`src/rtl/dmem_pkg.sv`:
```
// dmem_pkg: shared definitions for the data-memory arbiter.
//   DMEM_DEPTH / DMEM_AW : default memory geometry (256 words, 8-bit index)
//   PORT_CORE / PORT_DMA : requester indices used by the winner signal
//   state_e              : sequencer states
//   acc_t                : the request latched at accept time
//   addr_ok()            : range check against a given depth
package dmem_pkg;

    localparam int   DMEM_DEPTH = 256;
    localparam int   DMEM_AW    = 8;
    localparam logic PORT_CORE  = 1'b0;
    localparam logic PORT_DMA   = 1'b1;

    typedef enum logic {
        IDLE   = 1'b0,
        ACCESS = 1'b1
    } state_e;

    // One in-flight access. err marks an out-of-range address: the access
    // still completes (done + err) but never touches the memory.
    typedef struct packed {
        logic port;
        logic we;
        logic err;
    } acc_t;

    function automatic logic addr_ok(input logic [31:0] addr, input int depth);
        return addr < 32'(depth);
    endfunction

endpackage

```
`src/rtl/dmem_arbiter_rr_arb2.sv`:
```
// rr_arb2: combinational two-way picker.
//   req[1:0]  : request vector, bit 0 = core, bit 1 = DMA
//   last      : port granted most recently
//   prio_mode : 1 = core wins every tie, 0 = the port not granted last wins
//   winner    : chosen port (only meaningful when some req bit is set)
module rr_arb2
    import dmem_pkg::*;
(
    input  logic [1:0] req,
    input  logic       last,
    input  logic       prio_mode,
    output logic       winner
);

    always_comb begin
        winner = PORT_CORE;
        case (req)
            2'b01:   winner = PORT_CORE;
            2'b10:   winner = PORT_DMA;
            2'b11:   winner = prio_mode ? PORT_CORE : ~last;
            default: winner = PORT_CORE;
        endcase
    end

endmodule

```
`src/rtl/dmem_arbiter.sv`:
```
// dmem_arbiter: two-requester arbiter and access sequencer for a single-port
// data memory with combinational read and level-sensitive write.
//   clk, rst_n             : clock, asynchronous active-low reset
//   req/we/addr/wdata 0,1  : requests (port 0 = core, port 1 = DMA)
//   gnt0/gnt1              : one-cycle accept pulse
//   done0/done1            : one-cycle completion pulse
//   err0/err1              : completion with out-of-range address
//   rdata                  : read data, valid while a done is high
//   mem_addr/mem_wdata     : registered memory address / write data
//   mem_read/mem_write     : registered one-cycle strobes
//   mem_rdata              : memory read data
// Timeline of one access: accept edge -> gnt cycle (state ACCESS) -> strobe
// cycle (state back in IDLE, can already accept the next request) -> done.
module dmem_arbiter
    import dmem_pkg::*;
#(
    parameter int DEPTH         = DMEM_DEPTH,
    parameter bit CORE_PRIORITY = 1'b0
) (
    input  logic        clk,
    input  logic        rst_n,
    input  logic        req0,
    input  logic        we0,
    input  logic [31:0] addr0,
    input  logic [31:0] wdata0,
    input  logic        req1,
    input  logic        we1,
    input  logic [31:0] addr1,
    input  logic [31:0] wdata1,
    output logic        gnt0,
    output logic        gnt1,
    output logic        done0,
    output logic        done1,
    output logic        err0,
    output logic        err1,
    output logic [31:0] rdata,
    output logic [31:0] mem_addr,
    output logic        mem_read,
    output logic        mem_write,
    output logic [31:0] mem_wdata,
    input  logic [31:0] mem_rdata
);

    state_e      state_q, state_d;
    logic        last_q, last_d;
    acc_t        acc_q, acc_d;
    logic        fin_q, fin_d;      // strobe cycle in progress, complete at its end
    logic        gnt0_q, gnt0_d;
    logic        gnt1_q, gnt1_d;
    logic        done0_q, done0_d;
    logic        done1_q, done1_d;
    logic        err0_q, err0_d;
    logic        err1_q, err1_d;
    logic [31:0] rdata_q, rdata_d;
    logic [31:0] mem_addr_q, mem_addr_d;
    logic [31:0] mem_wdata_q, mem_wdata_d;
    logic        mem_read_q, mem_read_d;
    logic        mem_write_q, mem_write_d;

    logic        winner;
    logic        sel_we;
    logic [31:0] sel_addr;
    logic [31:0] sel_wdata;
    logic        sel_ok;

    rr_arb2 u_arb (
        .req       ({req1, req0}),
        .last      (last_q),
        .prio_mode (CORE_PRIORITY),
        .winner    (winner)
    );

    assign sel_we    = (winner == PORT_DMA) ? we1    : we0;
    assign sel_addr  = (winner == PORT_DMA) ? addr1  : addr0;
    assign sel_wdata = (winner == PORT_DMA) ? wdata1 : wdata0;
    assign sel_ok    = addr_ok(sel_addr, DEPTH);

    always_comb begin
        state_d     = state_q;
        last_d      = last_q;
        acc_d       = acc_q;
        fin_d       = 1'b0;
        gnt0_d      = 1'b0;
        gnt1_d      = 1'b0;
        done0_d     = 1'b0;
        done1_d     = 1'b0;
        err0_d      = 1'b0;
        err1_d      = 1'b0;
        rdata_d     = rdata_q;
        mem_addr_d  = mem_addr_q;
        mem_wdata_d = mem_wdata_q;
        mem_read_d  = 1'b0;
        mem_write_d = 1'b0;

        // Completion of the access whose strobe is up now. mem_addr is still
        // the accepted address here, so mem_rdata belongs to this access even
        // if a new request is accepted on the same edge.
        if (fin_q) begin
            done0_d = (acc_q.port == PORT_CORE);
            done1_d = (acc_q.port == PORT_DMA);
            err0_d  = (acc_q.port == PORT_CORE) && acc_q.err;
            err1_d  = (acc_q.port == PORT_DMA) && acc_q.err;
            rdata_d = (!acc_q.we && !acc_q.err) ? mem_rdata : '0;
        end

        case (state_q)
            IDLE: begin
                if (req0 || req1) begin
                    acc_d.port = winner;
                    acc_d.we   = sel_we;
                    acc_d.err  = !sel_ok;
                    last_d     = winner;
                    gnt0_d     = (winner == PORT_CORE);
                    gnt1_d     = (winner == PORT_DMA);
                    // Bus only moves for a legal address, so a later write
                    // strobe never sees a changing address.
                    if (sel_ok) begin
                        mem_addr_d  = sel_addr;
                        mem_wdata_d = sel_wdata;
                    end
                    state_d = ACCESS;
                end
            end
            ACCESS: begin
                mem_read_d  = !acc_q.we && !acc_q.err;
                mem_write_d = acc_q.we && !acc_q.err;
                fin_d       = 1'b1;
                state_d     = IDLE;
            end
            default: state_d = IDLE;
        endcase
    end

    always_ff @(posedge clk or negedge rst_n) begin
        if (!rst_n) begin
            state_q     <= IDLE;
            last_q      <= PORT_DMA;
            acc_q       <= '0;
            fin_q       <= 1'b0;
            gnt0_q      <= 1'b0;
            gnt1_q      <= 1'b0;
            done0_q     <= 1'b0;
            done1_q     <= 1'b0;
            err0_q      <= 1'b0;
            err1_q      <= 1'b0;
            rdata_q     <= '0;
            mem_addr_q  <= '0;
            mem_wdata_q <= '0;
            mem_read_q  <= 1'b0;
            mem_write_q <= 1'b0;
        end else begin
            state_q     <= state_d;
            last_q      <= last_d;
            acc_q       <= acc_d;
            fin_q       <= fin_d;
            gnt0_q      <= gnt0_d;
            gnt1_q      <= gnt1_d;
            done0_q     <= done0_d;
            done1_q     <= done1_d;
            err0_q      <= err0_d;
            err1_q      <= err1_d;
            rdata_q     <= rdata_d;
            mem_addr_q  <= mem_addr_d;
            mem_wdata_q <= mem_wdata_d;
            mem_read_q  <= mem_read_d;
            mem_write_q <= mem_write_d;
        end
    end

    assign gnt0      = gnt0_q;
    assign gnt1      = gnt1_q;
    assign done0     = done0_q;
    assign done1     = done1_q;
    assign err0      = err0_q;
    assign err1      = err1_q;
    assign rdata     = rdata_q;
    assign mem_addr  = mem_addr_q;
    assign mem_wdata = mem_wdata_q;
    assign mem_read  = mem_read_q;
    assign mem_write = mem_write_q;

endmodule

```
`config.mk`:
```
export PLATFORM = sky130hd
export DESIGN_NAME = dmem_arbiter
export DESIGN_NICKNAME = d
export VERILOG_FILES = /design/src/rtl/dmem_pkg.sv /design/src/rtl/dmem_arbiter_rr_arb2.sv /design/src/rtl/dmem_arbiter.sv
export SDC_FILE = /design/constraint.sdc
export NUM_CORES = 1
export LEC_CHECK = 0
export CAP_MARGIN = 20
export CELL_PAD_IN_SITES_DETAIL_PLACEMENT = 1
export CELL_PAD_IN_SITES_GLOBAL_PLACEMENT = 1
export CORE_UTILIZATION = 30
export DETAILED_ROUTE_END_ITERATION = 8
export HOLD_SLACK_MARGIN = 0.06
export PLACE_DENSITY = 0.85
export SLEW_MARGIN = 15
export SYNTH_ARGS = -nofsm -noshare
export SYNTH_HDL_FRONTEND = slang
export SYNTH_HIERARCHICAL = 1
export SYNTH_SLANG_ARGS = --single-unit
```
`constraint.sdc`:
```
create_clock -name clk -period 4.7 [get_ports clk]
set_input_delay 0.94 -clock clk [delete_from_list [all_inputs] [get_ports clk]]
set_output_delay 0.94 -clock clk [all_outputs]
set_load 0.02 [all_outputs]
```
=== After elaboration in Yosys (flattened, before gate mapping) ===
Index checks and enable logic that the tools add are counted.

* Bits in registers: 110

* Muxes and demuxes: 18
* Bitwise logic cells: 4
* Equal/unequal tests: 2
* $lt $le $gt $ge: 1
* Reduce and logical (&&, ||, !) cells: 10

{| class="wikitable"
|+ Operators by type and width
! operator !! count
|-
| $mux 32 || 3
|-
| $lt 32x9->1 const B || 1
|-
| $mux 1 || 13
|-
| $eq 2x2->1 const B || 2
|-
| $logic_and 1x1->1 || 4
|-
| $not 1->1 || 4
|-
| $pmux 1 s2 || 2
|-
| $logic_not 1->1 || 3
|-
| $reduce_and 3->1 || 1
|-
| $reduce_and 2->1 || 1
|-
| $logic_or 1x1->1 || 1
|}

=== Logic depth before layout (Yosys ltp) ===
* Depth after elaboration: 5
* Depth in mapped cells: 10
* Depth with buffers taken out: 7

=== By module ===
Netlist, hierarchy kept.

{| class="wikitable"
|+ By module, submodules not included
! module !! cells each !! instances !! area an instance (um^2)
|-
| dmem_arbiter || 373 || 1 || 4,648.2
|-
| rr_arb2 || 2 || 1 || 11.3
|}

=== Worst setup path before layout ===
Ideal clock, no wire load.

* Path kind: input -> register
* Start point: input req0
* End point: register mem_addr_q[0] (netlist: mem_addr[0])
* Buffers on the path: 2
* Stages: 8
* Required time: 4.575 ns
* Setup slack: 2.077 ns
* Setup time: 0.125 ns
* Arrival time: 2.498 ns
* Cell sequence: o21ai_1 and2_1 or4_1 o22ai_1 nand4_1 buf_4 buf_6 mux2_4

* Longest elaborated chain between the ends: 5
* Elaborated cells between the ends (all ways): 7
* Classes of those cells: order compare: 1; eq/ne: 2; mux: 2; reduce/logical: 2

{| class="wikitable"
|+ RTL lines
! what !! line !! text
|-
| start: declaration || dmem_arbiter.sv:22 || <nowiki>input logic req0,</nowiki>
|-
| $eq 2x2->1 || dmem_arbiter_rr_arb2.sv:17 || <nowiki>case (req)</nowiki>
|-
| $pmux 1 s2 (*) || dmem_arbiter_rr_arb2.sv:17 ||
|-
| net winner || dmem_arbiter.sv:60 || <nowiki>logic winner;</nowiki>
|-
| $mux 32 (*) || dmem_arbiter.sv:74 || <nowiki>assign sel_addr = (winner == PORT_DMA) ? addr1 : addr0;</nowiki>
|-
| $lt 32x9->1 || dmem_pkg.sv:28 || <nowiki>return addr < 32'(depth);</nowiki>
|-
| $reduce_and 3->1 (no source line) || -- ||
|-
| end signal: assignment || dmem_arbiter.sv:163 || <nowiki>mem_addr_q <= mem_addr_d;</nowiki>
|-
| end: declaration || dmem_arbiter.sv:55 || <nowiki>logic [31:0] mem_addr_q, mem_addr_d;</nowiki>
|}

Mark *: on every way through the listed nets, which the timed path passes. The rest lies on a longest branch.
A chain may end at the register's enable or synchronous reset.

=== Worst setup path in the final report ===
* Start point: input req0
* End point: register mem_addr_q[3] (netlist: mem_addr[3])

Same word-level chain as after synthesis.

==> key figures <==
Clocking
  – Post-CTS setup buffers: 0
  – Clk sink count: 110
  – Clock Pin Slew Worst Setup and Hold Paths: 0.07 ns
  – TritonCTS buffer count: 9
  – Clock latency on the worst-skew pair: 0.35 ns
  – Post-CTS resize count: 0
  – CTS tree: yes
  – Cts hold-fix bufs: 0
  – Clock root cell: clkbuf_16
  – H-tree Lvls: 3
  – CTS max path bufs: 2

Final layout
  – Share of layout cells above drive strength 1: 16.1%
  – Post-route insts no fill: 834
  – Fin nets: 806
  – Syn-to-layout area delta: 67.9%

Yosys
  – Syn Nets: 541
  – Adder-cell area share of the yosys netlist: 0%
  – Mapped Area: 4660 sq um
  – FFs w/ async S/R, synth: 100%
  – Main area contributors after synthesis: dfrtp_1 (59%), mux2_2 (13%), mux2_4 (8.1%)
  – Seq/Total Area, Yosys: 59.1%
  – Post-Synth XOR/XNOR Area: 0%
  – Synth warn: 6
  – Yosys cell types: 31
  – Syn avg cell area: 12.4 sq um
  – Largest family of logic cells by synthesized area: multiplexers
  – Mux cell area share after synthesis: 21.6%
  – EDFF count, synth: 0
  – Synth area leader: dfrtp_1
  – Top_reg_cell synth: dfrtp_1
  – Yosys reg bits: 110
  – Top-area cell type share of the netlist area: 58.5%
  – Cells after synthesis: 375
  – Compound-Gate Fraction of Synth Area: 4.05%
  – Simple-Gate Fraction of Synth Area: 10.3%

Floorplan
  – Core Box Area: 15200 sq um
  – Die Width: 127 microns
  – Placement Rows: 45
  – I/O pin count: 270
  – Die height: 127 microns
  – Die area: 16000 sq um
  – Starting Density: 30.7%

Place
  – Port Buf Inserts: 269
  – Placer congestion estimate: 0.772
  – Pre-CTS WS: 1.00 ns
  – Placed insts: 817
  – Final HPWL DP: 11700 microns

Detailed routing
  – Vias per cell: 4.57
  – Routed len/inst: 18.0 microns
  – WL final: 15000 microns
  – # DRC: 0
  – Initial DRC count: 114
  – Iteration count of the initial detailed-routing pass: 3
  – Post-DRT Antenna Nets: 0
  – Routed via count: 3809

Timing
  – Worst setup margin: 1.39 ns
  – Min cycle time layout: 3.31 ns
  – Slew at the pin closest to its max-slew limit: 0.948 ns
  – Max Fclk: 0.302 GHz
  – Fin crit share: 70.5%
  – Final hold violation count: 0
  – RSZ-0062 raised after global routing: false
  – Headroom to the max-slew limit: 36.8%
  – Final Max Tran Viols: 0
  – Final setup fails: 0
  – Max Clock Skew: 0.00756 ns
  – Setup TNS: 0 ns

Worst setup path
  – End of the worst register-to-register path: mem_addr[3]
  – FF-to-FF Start: last_q
  – Critical Path Source: req0
  – Crit path max fanout: 63
  – Crit path to: mem_addr[3]
  – Startpoint types: primary input
  – WP data arrival: 3.55 ns
  – Crit Path Class: in -> reg
  – Critical Path RT: 4.93 ns
  – Crit path capture type: flop
  – Worst reg-to-reg setup slack: 1.93 ns
  – R2r worst-path depth: 7

Power
  – Lkg Pwr: 3.42 nW
  – Worst IR Drop VDD: 0.180 mV
  – PwrDens: 252 nW/um^2

Global route
  – GRT Overall Usage: 19.1%
  – Largest net degree at the start of global routing: 73
  – First-pass GRT wire length: 23000 microns
  – Vias in the first global route: 4203
  – GRT overflow: 0
  – Initial antenna violation count: 1

Job
  – Max capacitance violation total: 0

Min path
  – Hold path depth: 0
  – Hold Path Class: reg -> reg

Status
  – Status: completed
flip-flops by register name (all words and copies together), names as in the netlist:
register / count
gnt0: 1
done1: 1
state_q: 1
fin_q: 1
rdata: 32
acc_q: 3
mem_read: 1
err1: 1
gnt1: 1
mem_wdata: 32
mem_addr: 32
mem_write: 1
last_q: 1
err0: 1
done0: 1
per-stage QoR:
step	power (mW)	util (%)	instance area [sq um]	hold WS, ns
2_1_floorplan	1.06	-	4660	0.373
3_3_place_gp	1.24	49.6	7530	0.398
3_5_place_dp	1.25	49.6	7530	0.411
4_1_cts	2.00	51.4	7820	0.429
5_1_grt	2.05	51.4	7820	0.467
6_report	1.97	51.4	7820	0.432
cell usage after synthesis, types with 3 or more instances:
| library cell | count |
|---|---|
| buf_6 | 3 |
| inv_1 | 34 |
| mux2_4 | 25 |
| clkbuf_1 | 12 |
| dfrtp_1 | 109 |
| and2_1 | 27 |
| nand2_1 | 40 |
| o21ai_0 | 34 |
| mux2_2 | 55 |
| nor4_1 | 7 |
| nor2_1 | 4 |
| nand4_1 | 3 |
cell usage in the layout (no fill, tap or decap), types with 2 or more instances in the layout:
| cell type | Yosys | routed |
|---|---|---|
| nor3_1 | 2 | 2 |
| and2_1 | 27 | 26 |
| o21ai_0 | 34 | 34 |
| inv_6 | 0 | 2 |
| buf_4 | 1 | 4 |
| nor2_1 | 4 | 4 |
| dfrtp_1 | 109 | 109 |
| clkinv_4 | 0 | 2 |
| mux2_4 | 25 | 25 |
| nand4_1 | 3 | 3 |
| nand2_1 | 40 | 40 |
| clkdlybuf4s50_1 | 0 | 268 |
| mux2_2 | 55 | 55 |
| clkbuf_16 | 0 | 9 |
| inv_1 | 34 | 34 |
| nor4_1 | 7 | 7 |
logic make-up after synthesis:
family          count (synthesis)
flops                         110
buf+inv                        53
compound gates                 37
mux                            81
simple gates                   93
other cells                     1
worst max-delay path, stage by stage:
cell and delay (ns):
clkdlybuf4s50_1 0.42, o21ai_1 0.07, and2_2 0.47, or4b_1 0.50
o22ai_1 0.18, nand4_1 0.27, buf_12 0.31, mux2_4 0.34
worst min-delay path by stage:
| stage | start | endpoint | slack [ns] |
|---|---|---|---|
| after floorplan | state_q | fin_q | 0.37 |
| after global placement | state_q | fin_q | 0.40 |
| after detailed placement | state_q | fin_q | 0.41 |
| after CTS | state_q | fin_q | 0.43 |
| after global routing | state_q | fin_q | 0.47 |
| final | state_q | fin_q | 0.43 |
report_power, final:
group	switching (mW)	internal (mW)
Sequential	0.0163	0.959
Combinational	0.0840	0.171
Clock	0.358	0.381
Total	0.458	1.51
metal layers:
metal	GRT usage [%]	wire, microns	up-vias
li1	-	-	1767
met1	21.4	5850	1860
met2	33.9	7700	164
met3	5.61	1110	18
met4	7.65	350	0
met5	0	0	-
final cells by class:
type	count	area [sq um]
inverters	34	128
well taps	188	235
clock buffers	11	243
clock inverters	5	42.5
multi-input cells	212	1680
fillers	1604	7380
flip-flops and latches	110	2750
diodes	1	2.50
repair buffers	273	2730
Note: power is estimated with default switching activity, not from simulation.
